===== config.mk =====
export PLATFORM = sky130hd
export DESIGN_NAME = ram_arbiter
export DESIGN_NICKNAME = d
export VERILOG_FILES = /design/src/rtl/ram_arb_pkg.sv /design/src/rtl/ram_bank.sv /design/src/rtl/ram_arbiter.sv
export SDC_FILE = /design/constraint.sdc
export NUM_CORES = 1
export LEC_CHECK = 0
export BUFFER_PORTS_ARGS = -buffer_cell sky130_fd_sc_hd__buf_2
export CAP_MARGIN = 20
export CORE_UTILIZATION = 58
export DETAILED_ROUTE_END_ITERATION = 12
export PLACE_DENSITY = 0.83
export SETUP_SLACK_MARGIN = 0.15
export SLEW_MARGIN = 20
export SYNTH_ARGS = -nofsm -noshare
export SYNTH_HDL_FRONTEND = slang
export SYNTH_SLANG_ARGS = --single-unit

===== constraint.sdc =====
create_clock -name clock -period 2.4 [get_ports clock]
set_input_delay 0.6 -clock clock [delete_from_list [all_inputs] [get_ports clock]]
set_output_delay 0.6 -clock clock [all_outputs]
set_load 0.03 [all_outputs]

===== src/rtl/ram_arb_pkg.sv =====
// Shared types and constants for the two-port RAM arbiter: FSM state encoding
// and requester identifiers.
package ram_arb_pkg;

    typedef enum logic [1:0] {
        IDLE   = 2'd0,
        ACCESS = 2'd1,
        RESP   = 2'd2
    } state_t;

    localparam logic REQ0 = 1'b0;
    localparam logic REQ1 = 1'b1;

endpackage : ram_arb_pkg


===== src/rtl/ram_bank.sv =====
// Single-port synchronous RAM: one access per enabled clock, registered read data,
// storage is never reset.
module ram_bank #(
    parameter int WORD_W = 1,
    parameter int ADDR_W = 4
) (
    input  logic              clock,
    input  logic              en,
    input  logic              we,
    input  logic [ADDR_W-1:0] addr,
    input  logic [WORD_W-1:0] wdata,
    output logic [WORD_W-1:0] rdata
);

    localparam int DEPTH = 2 ** ADDR_W;

    logic [WORD_W-1:0] mem_q [DEPTH];
    logic [WORD_W-1:0] rdata_q;

    // Read data holds its last value between reads.
    always_ff @(posedge clock) begin
        if (en) begin
            if (we) begin
                mem_q[addr] <= wdata;
            end else begin
                rdata_q <= mem_q[addr];
            end
        end
    end

    assign rdata = rdata_q;

endmodule : ram_bank


===== src/rtl/ram_arbiter.sv =====
// Round-robin arbiter sharing one ram_bank between two valid/ready requesters.
// Optional feature: define RAM_ARBITER_PARITY_EN for even parity per stored word.
module ram_arbiter
    import ram_arb_pkg::*;
#(
    parameter int DATA_W = 1,
    parameter int ADDR_W = 4
) (
    input  logic              clock,
    input  logic              reset_n,

    input  logic              req0_valid,
    output logic              req0_ready,
    input  logic              req0_write,
    input  logic [ADDR_W-1:0] req0_addr,
    input  logic [DATA_W-1:0] req0_wdata,
    output logic              rsp0_valid,
    output logic [DATA_W-1:0] rsp0_rdata,
    output logic              rsp0_perr,

    input  logic              req1_valid,
    output logic              req1_ready,
    input  logic              req1_write,
    input  logic [ADDR_W-1:0] req1_addr,
    input  logic [DATA_W-1:0] req1_wdata,
    output logic              rsp1_valid,
    output logic [DATA_W-1:0] rsp1_rdata,
    output logic              rsp1_perr
);

`ifdef RAM_ARBITER_PARITY_EN
    localparam int WORD_W = DATA_W + 1;
`else
    localparam int WORD_W = DATA_W;
`endif

    state_t            state_q, state_d;
    logic              last_grant_q, last_grant_d;
    logic              owner_q, owner_d;
    logic              write_q, write_d;
    logic [ADDR_W-1:0] addr_q, addr_d;
    logic [DATA_W-1:0] wdata_q, wdata_d;

    logic              winner;
    logic              grant0, grant1;
    logic              ramEn, ramWe;
    logic [WORD_W-1:0] ramWdata, ramRdata;
    logic [DATA_W-1:0] rdData;
    logic              perrRaw;
    logic              respRead;

    // Ties go to the requester that did not win last time.
    always_comb begin
        winner = REQ0;
        if (req0_valid && req1_valid) begin
            winner = ~last_grant_q;
        end else if (req1_valid) begin
            winner = REQ1;
        end
    end

    assign req0_ready = reset_n & (state_q == IDLE) & req0_valid & (winner == REQ0);
    assign req1_ready = reset_n & (state_q == IDLE) & req1_valid & (winner == REQ1);
    assign grant0     = req0_valid & req0_ready;
    assign grant1     = req1_valid & req1_ready;

    always_comb begin
        state_d      = state_q;
        last_grant_d = last_grant_q;
        owner_d      = owner_q;
        write_d      = write_q;
        addr_d       = addr_q;
        wdata_d      = wdata_q;
        case (state_q)
            IDLE: begin
                if (grant1) begin
                    owner_d      = REQ1;
                    write_d      = req1_write;
                    addr_d       = req1_addr;
                    wdata_d      = req1_wdata;
                    last_grant_d = REQ1;
                    state_d      = ACCESS;
                end else if (grant0) begin
                    owner_d      = REQ0;
                    write_d      = req0_write;
                    addr_d       = req0_addr;
                    wdata_d      = req0_wdata;
                    last_grant_d = REQ0;
                    state_d      = ACCESS;
                end
            end
            ACCESS:  state_d = RESP;
            RESP:    state_d = IDLE;
            default: state_d = IDLE;
        endcase
    end

    always_ff @(posedge clock or negedge reset_n) begin
        if (!reset_n) begin
            state_q      <= IDLE;
            last_grant_q <= REQ1;
            owner_q      <= REQ0;
            write_q      <= 1'b0;
            addr_q       <= '0;
            wdata_q      <= '0;
        end else begin
            state_q      <= state_d;
            last_grant_q <= last_grant_d;
            owner_q      <= owner_d;
            write_q      <= write_d;
            addr_q       <= addr_d;
            wdata_q      <= wdata_d;
        end
    end

    // The RAM only sees the registered op, so a reset before the ACCESS edge drops it cleanly.
    assign ramEn = (state_q == ACCESS);
    assign ramWe = ramEn & write_q;

`ifdef RAM_ARBITER_PARITY_EN
    assign ramWdata = {^wdata_q, wdata_q};
    assign rdData   = ramRdata[DATA_W-1:0];
    assign perrRaw  = ^ramRdata;
`else
    assign ramWdata = wdata_q;
    assign rdData   = ramRdata;
    assign perrRaw  = 1'b0;
`endif

    ram_bank #(
        .WORD_W (WORD_W),
        .ADDR_W (ADDR_W)
    ) u_bank (
        .clock (clock),
        .en    (ramEn),
        .we    (ramWe),
        .addr  (addr_q),
        .wdata (ramWdata),
        .rdata (ramRdata)
    );

    assign rsp0_valid = (state_q == RESP) & (owner_q == REQ0);
    assign rsp1_valid = (state_q == RESP) & (owner_q == REQ1);
    assign respRead   = ~write_q;

    assign rsp0_rdata = (rsp0_valid & respRead) ? rdData : '0;
    assign rsp1_rdata = (rsp1_valid & respRead) ? rdData : '0;
    assign rsp0_perr  = rsp0_valid & respRead & perrRaw;
    assign rsp1_perr  = rsp1_valid & respRead & perrRaw;

endmodule : ram_arbiter


==> metrics.txt, run 1 <==
Clock Power Share=18.1%; Int Pwr=0.0007424 W; num ports=24; area of the core=2042 um2; port bufs=21; vias=972; status=completed; Netlist Area Pre-Place=1321 um2; reg2reg path depth=5; TritonCTS buffer count=3; Switching Fraction=31.39%; Crit. End Element=output port; reg2reg end=u_bank.mem_q[1]; share of cells above drive strength 1=29.10%; GPL Wtd Cong=0.9241; Leak=0.5761 nW; largest net degree at the start of global routing=18; Syn. warnings=0; Starting Density=64.71%; maxcap violations=0; drt total wl=2.426 mm; Yosys reg bits=27; syn avg cell area=11.69 um2; Worst Skew=0.01638 ns; gr usage total=22.26%; Pwr Density=733.6 nW/um2; vias in the first global route=883; root buffer cell=clkbuf_4; first-pass GRT wire length=4.064 mm; Vias/cell=6.037; DR DRC count=0; Post-synth top flop=edfxtp_1; Antenna diodes=0; worst reg2reg startpoint=state_q[1]; WP data arrival=1.59 ns; Hold WC Path Type=in2async; clock sink count=27; Initial DRC Count=16; Cells after Synth=113; async set or reset register ratio after synthesis=37.04%; FMAX=0.4571 GHz; ANT nets after route=0; final setup vio count=0; drt first pass iters=4; Area Overhead vs Synth=11.65%; Required @ worst endpoint=1.80 ns; Post-synth EDFFs=17; TritonCTS clock tree=built; R2R setup slack=0.59 ns; register share of total power=60.4%; initial antenna violation count=0; NumNets Final=151; die area=2473 um2; sequential area share after synthesis=57.67%; Comb power frac=21.5%; RSZ-0062 raised after global routing=false; Synth cell types=34; most frequent cells in the layout=buf_2 (20), edfxtp_1 (17), nor2_1 (14), dfrtp_1 (8), nand3_1 (7); # H-tree levels=1; HPWL Detailed=1.807 mm; Fin Setup TNS=0 ns; worst skew pair latency=0.33 ns; Final Slew Violations=0; WL/cell=15.07 um; switching power total=0.0003397 W; commonest non-fill, non-tap cell in the layout=buf_2; critical path startpoint category=register; Congestion Overflow GR=0; Final Hold Viols=0; crit share post-route=91.16%; clock slew at reported path FFs=0.15 ns; Setup CP Type=reg2out; Die Y-Extent=49.73 um; PnR Total Power=0.001082 W; overall die width=49.73 um; Final Critical Period=2.188 ns; Peak supply drop=0.0004731 V; number of core rows=16; largest fanout on the critical path=8; clk buf depth=2
-- registers in the layout, indices dropped and copies added, names as in the netlist --
| signal | count |
|---|---|
| u_bank.mem_q | 16 |
| addr_q | 4 |
| state_q | 2 |
| last_grant_q | 1 |
| owner_q | 1 |
| ramWdata | 1 |
| u_bank.rdata | 1 |
| write_q | 1 |
-- synth_stat cells, drive strengths merged (4+ instances only) --
library cell,n,share of area [%]
nand3,7,2.7
a21oi,6,2.3
dfrtp,9,17
clkbuf,4,1.1
mux4,4,6.8
nand2b,4,1.9
nor2,15,4.8
buf,5,2.7
edfxtp,17,39
nor3,4,1.5
a31oi,6,2.8
o21ai,7,2.7
-- power by group through the flow --
| stage | Clock, W | Combinational (W) | Sequential [W] |
|---|---|---|---|
| 2_1_floorplan | 0 | 0.000225 | 0.000604 |
| 3_3_place_gp | 0 | 0.000218 | 0.000660 |
| 3_5_place_dp | 0 | 0.000223 | 0.000665 |
| 4_1_cts | 0.000197 | 0.000226 | 0.000654 |
| 5_1_grt | 0.000211 | 0.000257 | 0.000666 |
| 6_report | 0.000196 | 0.000233 | 0.000654 |
-- how the worst max path moves through the flow --
stage          startpoint    endpoint  depth (start not counted)
3_3_place_gp      reset_n  req1_ready                          4
4_1_cts        state_q[1]  req1_ready                          3
6_report       state_q[0]  req1_ready                          3
2_1_floorplan  state_q[0]  rsp0_rdata                          2
5_1_grt        state_q[0]  req1_ready                          3
3_5_place_dp      reset_n  req1_ready                          4
-- through the flow --
stage	cell area, um2	util [%]	hold slack, ns	std cells	worst slack, ns
after global routing	1475	72.24	0.1802	161	0.1560
final	1475	72.24	0.1644	161	0.2121
after global placement	1428	69.91	0.5090	155	0.2800
after detailed placement	1428	69.91	0.5311	155	0.2639
after floorplan	1325	-	0.3044	114	0.1595
after CTS	1456	71.32	0.1691	159	0.1879
-- routing by layer --
metal  part of all wire (%)  global-route usage (%)
met2                     52                   35.81
met4                   0.45                   4.762
met5                      0                       0
met3                    3.8                   3.704
met1                     44                   31.93
-- timing repair --
item / 4_1_cts / 5_1_grt
hold buffers: 0 / 0
endpoints found under the setup margin: 2 / 2
gates resized for setup: 1 / 2
buffers inserted: 0 / 2
-- final cells by class --
cell class | count | area, um2
Multi-Input combinational cell | 76 | 506.7
Tap cell | 27 | 33.78
Timing Repair Buffer | 25 | 137.6
Inverter | 2 | 7.507
Fill cell | 153 | 566.8
Clock buffer | 4 | 26.28
Sequential cell | 27 | 763.2
-- critical path, stage by stage (launching register included) --
cell      delay (ns)
dfrtp_1         0.47
or3b_4          0.45
nor2_4          0.14
clkbuf_4        0.19
-- logic make-up after synthesis --
logic type | Yosys count | synth area share [%]
AND/OR/NAND/NOR | 47 | 20.55
flip-flops | 27 | 57.67
AO/OA/AOI/OAI | 23 | 10.23
buffers and inverters | 11 | 4.450
multiplexers | 4 | 6.818
other | 1 | 0.2838
No activity file was read; power rests on OpenSTA's default activity.
==> inputs of run 2 (changes only) <==
--- a/constraint.sdc
+++ b/constraint.sdc
@@ -3,2 +3,2 @@
 set_output_delay 0.6 -clock clock [all_outputs]
-set_load 0.03 [all_outputs]
+set_load 0.1 [all_outputs]
==> metrics.txt, run 2 (same netlist as run 1, synthesis figures left out) <==
status=completed; Initial DRC Count=44; Worst Skew=0.007711 ns; Starting Density=64.71%; root buffer cell=clkbuf_4; die area=2473 um2; port bufs=21; number of core rows=16; num ports=24; Reg with most FFs=u_bank.mem_q; Leak=0.5925 nW; Pwr Density=747.8 nW/um2; Final Hold Viols=0; WL/cell=15.67 um; first-pass GRT wire length=4.222 mm; clock slew at reported path FFs=0.14 ns; TritonCTS clock tree=built; # hold bufs at CTS=0; overall die width=49.73 um; clk buf depth=2; critical path startpoint=state_q[0]; final setup vio count=0; Area Overhead vs Synth=16.86%; drt first pass iters=5; FMAX=0.4534 GHz; Setup CP Type=reg2out; WP data arrival=1.61 ns; Die Y-Extent=49.73 um; crit share post-route=91.91%; NumNets Final=153; Final Critical Period=2.206 ns; final core occ=75.61%; share of cells above drive strength 1=34.56%; ANT nets after route=0; drt total wl=2.555 mm; HPWL Detailed=1.851 mm; RSZ-0062 raised after global routing=false; Vias/cell=6.221; Crit. End Element=output port; Peak supply drop=0.0005111 V; commonest non-fill, non-tap cell in the layout=buf_2; DR DRC count=0; critical path startpoint category=register; TritonCTS buffer count=3; Hold WC Path Type=in2async; largest net degree at the start of global routing=18; vias=1014; PnR Total Power=0.001155 W; area of the core=2042 um2; Required @ worst endpoint=1.80 ns; maxcap violations=0; vias in the first global route=982; Congestion Overflow GR=0; worst reg2reg startpoint=addr_q[0]; max FFs per register=16; gr usage total=22.90%; worst skew pair latency=0.32 ns; # H-tree levels=1; GPL Wtd Cong=0.8134; initial antenna violation count=0; Final Slew Violations=0; clock sink count=27; most frequent cells in the layout=buf_2 (18), edfxtp_1 (17), nor2_1 (13); largest fanout on the critical path=5; Antenna diodes=0; Largest regs=u_bank.mem_q x16, addr_q x4, state_q x2
## run 2: report_power, final
part           total (W)  leakage [nW]  switching [W]  internal [W]
combinational   0.000300         0.313       0.000172      0.000128
clock           0.000194        0.0150       0.000129     0.0000651
sequential      0.000661         0.264      0.0000965      0.000564
total            0.00115         0.593       0.000397      0.000757
## run 2: critical path: stages, from the launching register on
cell     delay (ns)
dfrtp_2        0.48
nor3b_4        0.19
and3b_2        0.20
buf_2          0.41
## run 2: final cells by class
type	instances	area (um2)
clock buffers	4	26.28
fillers	149	498.0
inverters	2	7.507
multi-input cells	76	529.3
flip-flops and latches	27	764.5
well taps	27	33.78
repair buffers	27	182.7
## run 2: path summary, 6_finish.rpt
kind | to | slack (ns) | depth (start not counted)
max | rsp0_rdata | 0.19 | 3
max in group asynchronous | last_grant_q | 2.01 | 2
min reg2reg | last_grant_q | 0.55 | 1
min | addr_q[3] | 0.17 | 2
min in group clock | addr_q[3] | 0.52 | 3
max reg2reg | u_bank.rdata | 0.80 | 3
## run 2: timing repair
action | in CTS | in global routing
setup endpoints to repair | 3 | 3
pin swaps | 0 | 2
resized for setup | 2 | 2
setup buffers | 0 | 4
## run 2: routing by layer
layer / vias up / wire length (um) / GRT usage [%]
met1: 501 / 1073 / 31.59
li1: 461 / - / -
met4: 0 / 28 / 9.048
met2: 47 / 1289 / 36.94
met3: 5 / 163 / 2.778
met5: - / 0 / 0
## run 2: stage by stage
step,std cells,TNS (ns),instance area (um2),hold slack (ns),setup slack [ns]
after global placement,155,0,1480,0.5296,0.2227
final,163,0,1544,0.1686,0.1943
after detailed placement,155,0,1480,0.5315,0.1806
after floorplan,114,-0.1324,1348,0.3044,-0.1324
after CTS,159,0,1511,0.1726,0.1407
after global routing,163,0,1544,0.1879,0.1442
